$ cat config.mk
export PLATFORM = sky130hd
export DESIGN_NAME = vco_sinc3_decimator
export DESIGN_NICKNAME = d
export VERILOG_FILES = /design/src/rtl/vco_adc_pkg.sv /design/src/rtl/vco_edge_sync.sv /design/src/rtl/vco_sinc3_decimator.sv
export SDC_FILE = /design/constraint.sdc
export NUM_CORES = 1
export LEC_CHECK = 0
export CORE_MARGIN = 3
export CORE_UTILIZATION = 40
export DETAILED_ROUTE_END_ITERATION = 7
export GPL_TIMING_DRIVEN = 1
export MAX_ROUTING_LAYER = met4
export SKIP_CTS_REPAIR_TIMING = 1
export SYNTH_ARGS = -nofsm -noshare
export SYNTH_HDL_FRONTEND = slang
export SYNTH_HIERARCHICAL = 1
export SYNTH_SLANG_ARGS = --single-unit
$ cat constraint.sdc
create_clock -name wb_clk_i -period 9.04 [get_ports wb_clk_i]
set_input_delay 1.808 -clock wb_clk_i [delete_from_list [all_inputs] [get_ports wb_clk_i]]
set_output_delay 1.808 -clock wb_clk_i [all_outputs]
set_load 0.02 [all_outputs]
$ cat src/rtl/vco_adc_pkg.sv
// Shared constants and types for the VCO ADC datapath.
package vco_adc_pkg;

    localparam int unsigned OUT_W_DEFAULT  = 32;
    localparam int unsigned R_W_DEFAULT    = 10;
    localparam int unsigned WARMUP_DEFAULT = 3;
    localparam int unsigned R_MIN          = 2;

    typedef logic [OUT_W_DEFAULT-1:0] cic_word_t;

endpackage

$ cat src/rtl/vco_edge_sync.sv
// Two-flop synchroniser for the VCO phase plus a registered rising-edge detector.
module vco_edge_sync (
    input  logic clk_i,
    input  logic rst_i,
    input  logic phase_i,
    output logic edge_o
);

    logic sync1_q, sync2_q, hist_q, edge_q;

    always_ff @(posedge clk_i) begin
        if (rst_i) begin
            sync1_q <= 1'b0;
            sync2_q <= 1'b0;
            hist_q  <= 1'b0;
            edge_q  <= 1'b0;
        end else begin
            sync1_q <= phase_i;
            sync2_q <= sync1_q;
            hist_q  <= sync2_q;
            edge_q  <= sync2_q & ~hist_q;
        end
    end

    assign edge_o = edge_q;

endmodule

$ cat src/rtl/vco_sinc3_decimator.sv
// Edge-detects the VCO phase and decimates the 1-bit stream with a sinc3 CIC at runtime ratio.
// Define VCO_SINC3_RAW_EN to add raw_cnt_o, the saturating edge count of the last frame.
module vco_sinc3_decimator
    import vco_adc_pkg::*;
#(
    parameter int unsigned OUT_W  = OUT_W_DEFAULT,
    parameter int unsigned R_W    = R_W_DEFAULT,
    parameter int unsigned WARMUP = WARMUP_DEFAULT
) (
    input  logic             wb_clk_i,
    input  logic             wb_rst_i,
    input  logic             phase_in,
    input  logic             en_i,
    input  logic [R_W-1:0]   oversample_i,
    output logic [OUT_W-1:0] dout_o,
    output logic             dvalid_o
`ifdef VCO_SINC3_RAW_EN
    ,
    output logic [15:0]      raw_cnt_o
`endif
);

    localparam int unsigned WuW = (WARMUP < 2) ? 1 : $clog2(WARMUP + 1);
    localparam logic [R_W-1:0] RMin = R_W'(R_MIN);

    typedef logic [OUT_W-1:0] word_t;

    logic s;

    vco_edge_sync u_edge_sync (
        .clk_i   (wb_clk_i),
        .rst_i   (wb_rst_i),
        .phase_i (phase_in),
        .edge_o  (s)
    );

    word_t i1_q, i1_d, i2_q, i2_d, i3_q, i3_d;
    word_t d1_q, d1_d, d2_q, d2_d, d3_q, d3_d;
    word_t dout_q, dout_d;
    word_t c1, c2, c3;
    logic  dvalid_q, dvalid_d;
    logic [R_W-1:0] dcnt_q, dcnt_d, rl_q, rl_d, osr_clamped;
    logic [WuW-1:0] wu_q, wu_d;
    logic           boundary;

`ifdef VCO_SINC3_RAW_EN
    logic [15:0] raw_acc_q, raw_acc_d, raw_cnt_q, raw_cnt_d, raw_inc;
`endif

    assign c1 = i3_q - d1_q;
    assign c2 = c1 - d2_q;
    assign c3 = c2 - d3_q;

    assign osr_clamped = (oversample_i < RMin) ? RMin : oversample_i;
    // rl_q >= 2 always, so a stale rl_q on the frame's first cycle can never fake a boundary.
    assign boundary    = en_i && (dcnt_q == (rl_q - R_W'(1)));

    always_comb begin
        i1_d     = i1_q;
        i2_d     = i2_q;
        i3_d     = i3_q;
        d1_d     = d1_q;
        d2_d     = d2_q;
        d3_d     = d3_q;
        dout_d   = dout_q;
        dvalid_d = 1'b0;
        dcnt_d   = dcnt_q;
        rl_d     = rl_q;
        wu_d     = wu_q;

        if (dcnt_q == '0) begin
            rl_d = osr_clamped;
        end

        if (!en_i) begin
            i1_d   = '0;
            i2_d   = '0;
            i3_d   = '0;
            d1_d   = '0;
            d2_d   = '0;
            d3_d   = '0;
            dcnt_d = '0;
            wu_d   = '0;
        end else begin
            i1_d = i1_q + {{(OUT_W-1){1'b0}}, s};
            i2_d = i2_q + i1_q;
            i3_d = i3_q + i2_q;
            if (boundary) begin
                dcnt_d = '0;
                d1_d   = i3_q;
                d2_d   = c1;
                d3_d   = c2;
                if (wu_q < WuW'(WARMUP)) begin
                    wu_d = wu_q + WuW'(1);
                end else begin
                    dout_d   = c3;
                    dvalid_d = 1'b1;
                end
            end else begin
                dcnt_d = dcnt_q + R_W'(1);
            end
        end
    end

`ifdef VCO_SINC3_RAW_EN
    assign raw_inc = (s && (raw_acc_q != 16'hFFFF)) ? raw_acc_q + 16'd1 : raw_acc_q;

    always_comb begin
        raw_acc_d = raw_acc_q;
        raw_cnt_d = raw_cnt_q;
        if (!en_i) begin
            raw_acc_d = '0;
        end else if (boundary) begin
            raw_acc_d = '0;
            if (dvalid_d) begin
                raw_cnt_d = raw_inc;
            end
        end else begin
            raw_acc_d = raw_inc;
        end
    end

    always_ff @(posedge wb_clk_i) begin
        if (wb_rst_i) begin
            raw_acc_q <= '0;
            raw_cnt_q <= '0;
        end else begin
            raw_acc_q <= raw_acc_d;
            raw_cnt_q <= raw_cnt_d;
        end
    end

    assign raw_cnt_o = raw_cnt_q;
`endif

    always_ff @(posedge wb_clk_i) begin
        if (wb_rst_i) begin
            i1_q     <= '0;
            i2_q     <= '0;
            i3_q     <= '0;
            d1_q     <= '0;
            d2_q     <= '0;
            d3_q     <= '0;
            dout_q   <= '0;
            dvalid_q <= 1'b0;
            dcnt_q   <= '0;
            rl_q     <= RMin;
            wu_q     <= '0;
        end else begin
            i1_q     <= i1_d;
            i2_q     <= i2_d;
            i3_q     <= i3_d;
            d1_q     <= d1_d;
            d2_q     <= d2_d;
            d3_q     <= d3_d;
            dout_q   <= dout_d;
            dvalid_q <= dvalid_d;
            dcnt_q   <= dcnt_d;
            rl_q     <= rl_d;
            wu_q     <= wu_d;
        end
    end

    assign dout_o   = dout_q;
    assign dvalid_o = dvalid_q;

endmodule

; After elaboration in Yosys (flattened, before gate mapping)
; Index checks and enable logic that the tools add are counted.
[totals]
reg_bits = 251
input_bits = 14
output_inout_bits = 33
elab_cells = 41
[classes]
n_addsub = 9
magnitude_cmp = 2
n_eq_ne = 1
n_mux = 2
bitwise_logic = 5
reduce_logical = 7
[op_table]
columns = op, n
row1 = $sub 32x32->32, 3
row2 = $add 32x32->32, 2
row3 = $add 32x1->32, 1
row4 = $add 10x1->10 const B, 1
row5 = $eq 10x10->1, 1
row6 = $logic_not 10->1, 1
row7 = $lt 10x2->1 const B, 1
row8 = $mux 10, 1
row9 = $sub 10x1->10 const B, 1
row10 = $reduce_or 3->1, 2
row11 = $not 1->1, 4
row12 = $reduce_and 3->1, 1
row13 = $add 2x1->2 const B, 1
row14 = $lt 2x2->1 const B, 1
row15 = $reduce_and 2->1, 1
row16 = $reduce_or 2->1, 1
row17 = $and 1x1->1, 1
row18 = $logic_and 1x1->1, 1
row19 = $mux 1, 1

; Depth between registers and ports, before layout
[depth]
word_depth = 5
ltp_mapped = 35
ltp_nobuf = 35

; Hierarchy
; The synthesis kept the hierarchy.
[modules_own_cells]
columns = module, instances, cells_each, area_each_um2
row1 = vco_sinc3_decimator, 1, 1980, 16368.2
row2 = vco_edge_sync, 1, 8, 111.4

; Worst setup path after synthesis
; OpenSTA, ideal clock, no wires.
[synth_timing]
path_type = register to register
startpoint = register i3_q[0]
endpoint = register dout_q[31] (netlist: dout_o[31])
arrival_ns = 5.946
required_time_ns = 8.978
setup_slack_ns = 3.031
path_stages_with_launch = 36
n_path_buf = 0
period_less_slack_ns = 6.009
path_cell_list = dfxtp_1 inv_1 ha_1 fa_1 nor2b_4 o31a_1 o31a_4 o41ai_4 nor2_1 o21ai_0 nand2b_1 a21oi_1 xnor2_1 ha_1 and4_1 nand2_1 o21ai_0 inv_1 o2111ai_1 a31oi_1 o21ai_0 o211ai_1 nor2b_1 xnor2_1 ha_1 a21o_1 a21o_1 a21o_1 inv_1 o41ai_1 o31a_1 a211oi_1 o21bai_1 xor2_1 or4_1 nand3_1
[synth_between]
elab_chain_len = 3
[synth_rtl]
columns = item, line_no
row1 = start: declaration, vco_sinc3_decimator.sv:37  ; word_t i1_q, i1_d, i2_q, i2_d, i3_q, i3_d;
row2 = start signal: assignment, vco_sinc3_decimator.sv:152  ; i3_q <= i3_d;
row3 = $sub 32x32->32, vco_sinc3_decimator.sv:50  ; assign c1 = i3_q - d1_q;
row4 = named net c1[12], vco_sinc3_decimator.sv:40  ; word_t c1, c2, c3;
row5 = $sub 32x32->32, vco_sinc3_decimator.sv:51  ; assign c2 = c1 - d2_q;
row6 = named net c2[22], vco_sinc3_decimator.sv:40
row7 = $sub 32x32->32, vco_sinc3_decimator.sv:52  ; assign c3 = c2 - d3_q;
row8 = end signal: assignment, vco_sinc3_decimator.sv:156  ; dout_q <= dout_d;
row9 = end: declaration, vco_sinc3_decimator.sv:39  ; word_t dout_q, dout_d;
; The timed path passes the listed nets, and every way through them passes these cells.
; A chain may end at the register's enable or synchronous reset.

; Final worst setup path
; Same ends and word-level chain as after synthesis.

==> impl_metrics.py <==
metrics = {
    "yosys": {
        "synth_compound_area_share_pct": 18.0,
        "yosys-mux-area-fraction_pct": 5.91,
        "ys_warn_count": 6,
        "synth_edf_count": 0,
        "syn_inst": 1988,
        "synth_fp_nets": 2168,
        "synth-xor-area-share_pct": 9.62,
        "synth.avg_cell_area_um2": 8.29,
        "async_flop_share_pct": 0,
        "synth-simple-area-share_pct": 18.4,
        "yosys_register_bits": 251,
        "synth_adder_area_share_pct": 12.8,
        "yosysUniqueCellTypes": 79,
        "yosysSeqAreaShare_pct": 30.5,
        "syn-cell-area_mm2": 0.0165,
        "synth_ff_type": "dfxtp_1",
        "synth_top_family_by_area": "simple AND/OR/NAND/NOR gates",
    },
    "floorplan": {
        "die-area_mm2": 0.0437,
        "initial_utilization_pct": 41.0,
        "core_region_area_mm2": 0.0402,
        "dieHeight_um": 209,
        "io_pins": 47,
        "rows": 73,
        "die_w_um": 209,
    },
    "critical_path": {
        "ff2ff_path_depth": 35,
        "critical_path.endpoint": "dout_o[31]$_SDFFE_PP0P_",
        "critical_path_required_ns": 9.54,
        "r2r_end": "dout_o[31]$_SDFFE_PP0P_",
        "worstSetupPathType": "reg2reg",
        "arrival_ns": 7.14,
        "r2r-start": "i3_q[0]$_SDFF_PP0_",
        "endpoint_kind": "flop",
        "worst-r2r-setup-slack_ns": 2.40,
        "crit_fanout": 7,
        "slowest_stage": "ha_1",
        "start_kind": "flop",
        "max_stage_delay_ns": 0.41,
        "worstSetupStartpoint": "i3_q[0]$_SDFF_PP0_",
    },
    "clock_network": {
        "clk_latency_ns": 0.57,
        "cts_tree": "done",
        "cts-buffers-inserted": 30,
        "clk_path_buf_depth": 3,
        "cts-root-buf": "clkbuf_16",
        "clkTransAtPathRegs_ns": 0.06,
        "htreeDepth": 1,
        "clock-sinks": 251,
    },
    "drt": {
        "drtIter0Drc": 676,
        "vias": 13000,
        "dr.pass1.iters": 5,
        "ant_nets": 0,
        "drc": 0,
        "post_drt_wl_per_cell_um": 13.0,
        "routed_wl_mm": 33.2,
        "viasPerCell": 5.09,
    },
    "outcome": {
        "status": "finished clean",
    },
    "place": {
        "hpwlAfterDp_mm": 24.5,
        "portBuffers": 46,
        "place_inst": 2501,
        "dpl-instance-area_mm2": 0.0174,
        "gp_congestion": 0.840,
    },
    "sta": {
        "max_freq_mhz": 151,
        "worst_pin_slew_ns": 1.07,
        "drv_slew": 0,
        "setup_viol": 0,
        "period_needed_ns": 6.64,
        "relSlewSlack_pct": 28.6,
        "clock-skew-final_ns": 0.0184,
        "fin_crit_sh_pct": 73.4,
        "rsz0062_at_grt": "false",
        "tns_ns": 0,
        "final_hold_viol_count": 0,
    },
    "finish": {
        "syn_to_final_growth_pct": 12.1,
        "final_cell_mix": "289 x nor2_1, 251 x dfxtp_1, 161 x ha_1",
        "fin_cells": 2556,
        "regArea_mm2": 0.00502,
        "drive_above_1_share_pct": 4.28,
        "stdcell_area_mm2": 0.0185,
        "layout.nets": 2188,
        "multiInputGateArea_mm2": 0.0107,
        "final_common_cell": "nor2_1",
        "final_util_pct": 46.0,
        "fillCellCount": 3912,
        "antenna_cells": 0,
    },
    "flow_run": {
        "cap_viol_max_count": 0,
    },
    "power": {
        "power_density_mw_per_mm2": 141,
        "leakagePower_nw": 7.44,
        "irDropWorstVdd_mv": 0.138,
        "total_power_mw": 2.60,
    },
    "global_route": {
        "grt_antenna_before_repair": 0,
        "overflow": 0,
        "track_usage_pct": 15.4,
        "grt_max_degree": 119,
        "grt_pass1_vias": 12400,
        "grt_pass1_wl_mm": 57.6,
    },
    "min_path": {
        "hp-start": "u_edge_sync/hist_q$_SDFF_PP0_",
        "min_path_type": "reg2reg",
    },
}
## cell families (layout without fill, tap and decap cells)
family                     after synthesis  after routing
adders and majority gates              166            166
DFF                                    251            251
muxes                                   97             97
and+or+nand+nor                        644            644
xor gates and xnor gates               181            181
AOI/OAI and AO/OA                      449            449
buffers and inverters                  200            243
## area by class of cell
class / count / share of cell area, %
clock buffer: 41 / 4.84
clock inverter: 14 / 1.11
inverter: 137 / 2.78
multi-input combinational: 1537 / 57.8
sequential: 251 / 27.2
tap: 525 / 3.56
timing repair buffer: 51 / 2.74
## critical path, delay by kind of cell (launching register included)
family / cells / cell delay (ns)
flops: 1 / 0.33
compound gates: 17 / 3.30
fa+ha+maj: 4 / 1.21
xor+xnor: 3 / 0.39
buf+inv: 3 / 0.17
simple gates: 8 / 1.19
## flip-flops by register name (all words and copies together), names as in the netlist, 2 cells and up
signal	cells
i2_q	32
i3_q	32
wu_q	2
d3_q	32
d1_q	32
i1_q	32
dcnt_q	10
dout_o	32
d2_q	32
rl_q	10
## metal layers
layer  up-vias  routed length [um]  GRT usage, %  share of wire (%)
met5         -                   0             -                  0
met4         0                 880          4.97                2.6
met3        55                 841          1.70                2.5
met2       134               14800          25.1                 44
met1      5825               16700          20.1                 50
li1       7001                   -             -                  -
## synthesized netlist by cell type, types with 9 or more instances
cell	instances	area, um^2
a21o_1	69	518
and2_1	14	87.6
xnor2_1	110	963
ha_1	161	2010
nand2b_1	25	156
clkbuf_1	41	154
nor2b_1	23	144
nand2_1	115	432
o21a_1	29	218
nand4_1	15	93.8
dfxtp_1	251	5020
nor3_1	33	165
a21oi_1	139	696
and3_1	22	138
o21ai_0	59	295
a211oi_1	23	173
mux2i_1	95	951
o21bai_1	16	120
o21ai_1	20	100
xor2_1	71	622
inv_1	137	514
o31ai_1	9	67.6
nor2_1	289	1080
a31oi_1	17	106
nand3_1	49	245
## stage by stage
stage               hold slack, ns  setup slack, ns
floorplan                    0.387             3.03
global placement             0.399             2.54
detailed placement           0.405             2.48
CTS                          0.422             2.43
global route                 0.433             1.87
finish                       0.418             2.40
## report_power, final
group / internal [mW] / leakage [nW] / switching, mW / total (mW)
Clock: 0.829 / 0.533 / 0.480 / 1.31
Sequential: 1.11 / 2.02 / 0.00671 / 1.12
Combinational: 0.0768 / 4.88 / 0.0962 / 0.173
Total: 2.02 / 7.44 / 0.583 / 2.60
## worst min path at each step
stage,endpoint,cells past startpoint
global route,u_edge_sync/edge_o$_SDFF_PP0_,1
global placement,u_edge_sync/edge_o$_SDFF_PP0_,1
detailed placement,u_edge_sync/edge_o$_SDFF_PP0_,1
finish,u_edge_sync/edge_o$_SDFF_PP0_,1
floorplan,u_edge_sync/edge_o$_SDFF_PP0_,1
CTS,u_edge_sync/edge_o$_SDFF_PP0_,1
(Power assumes the default switching activity.)
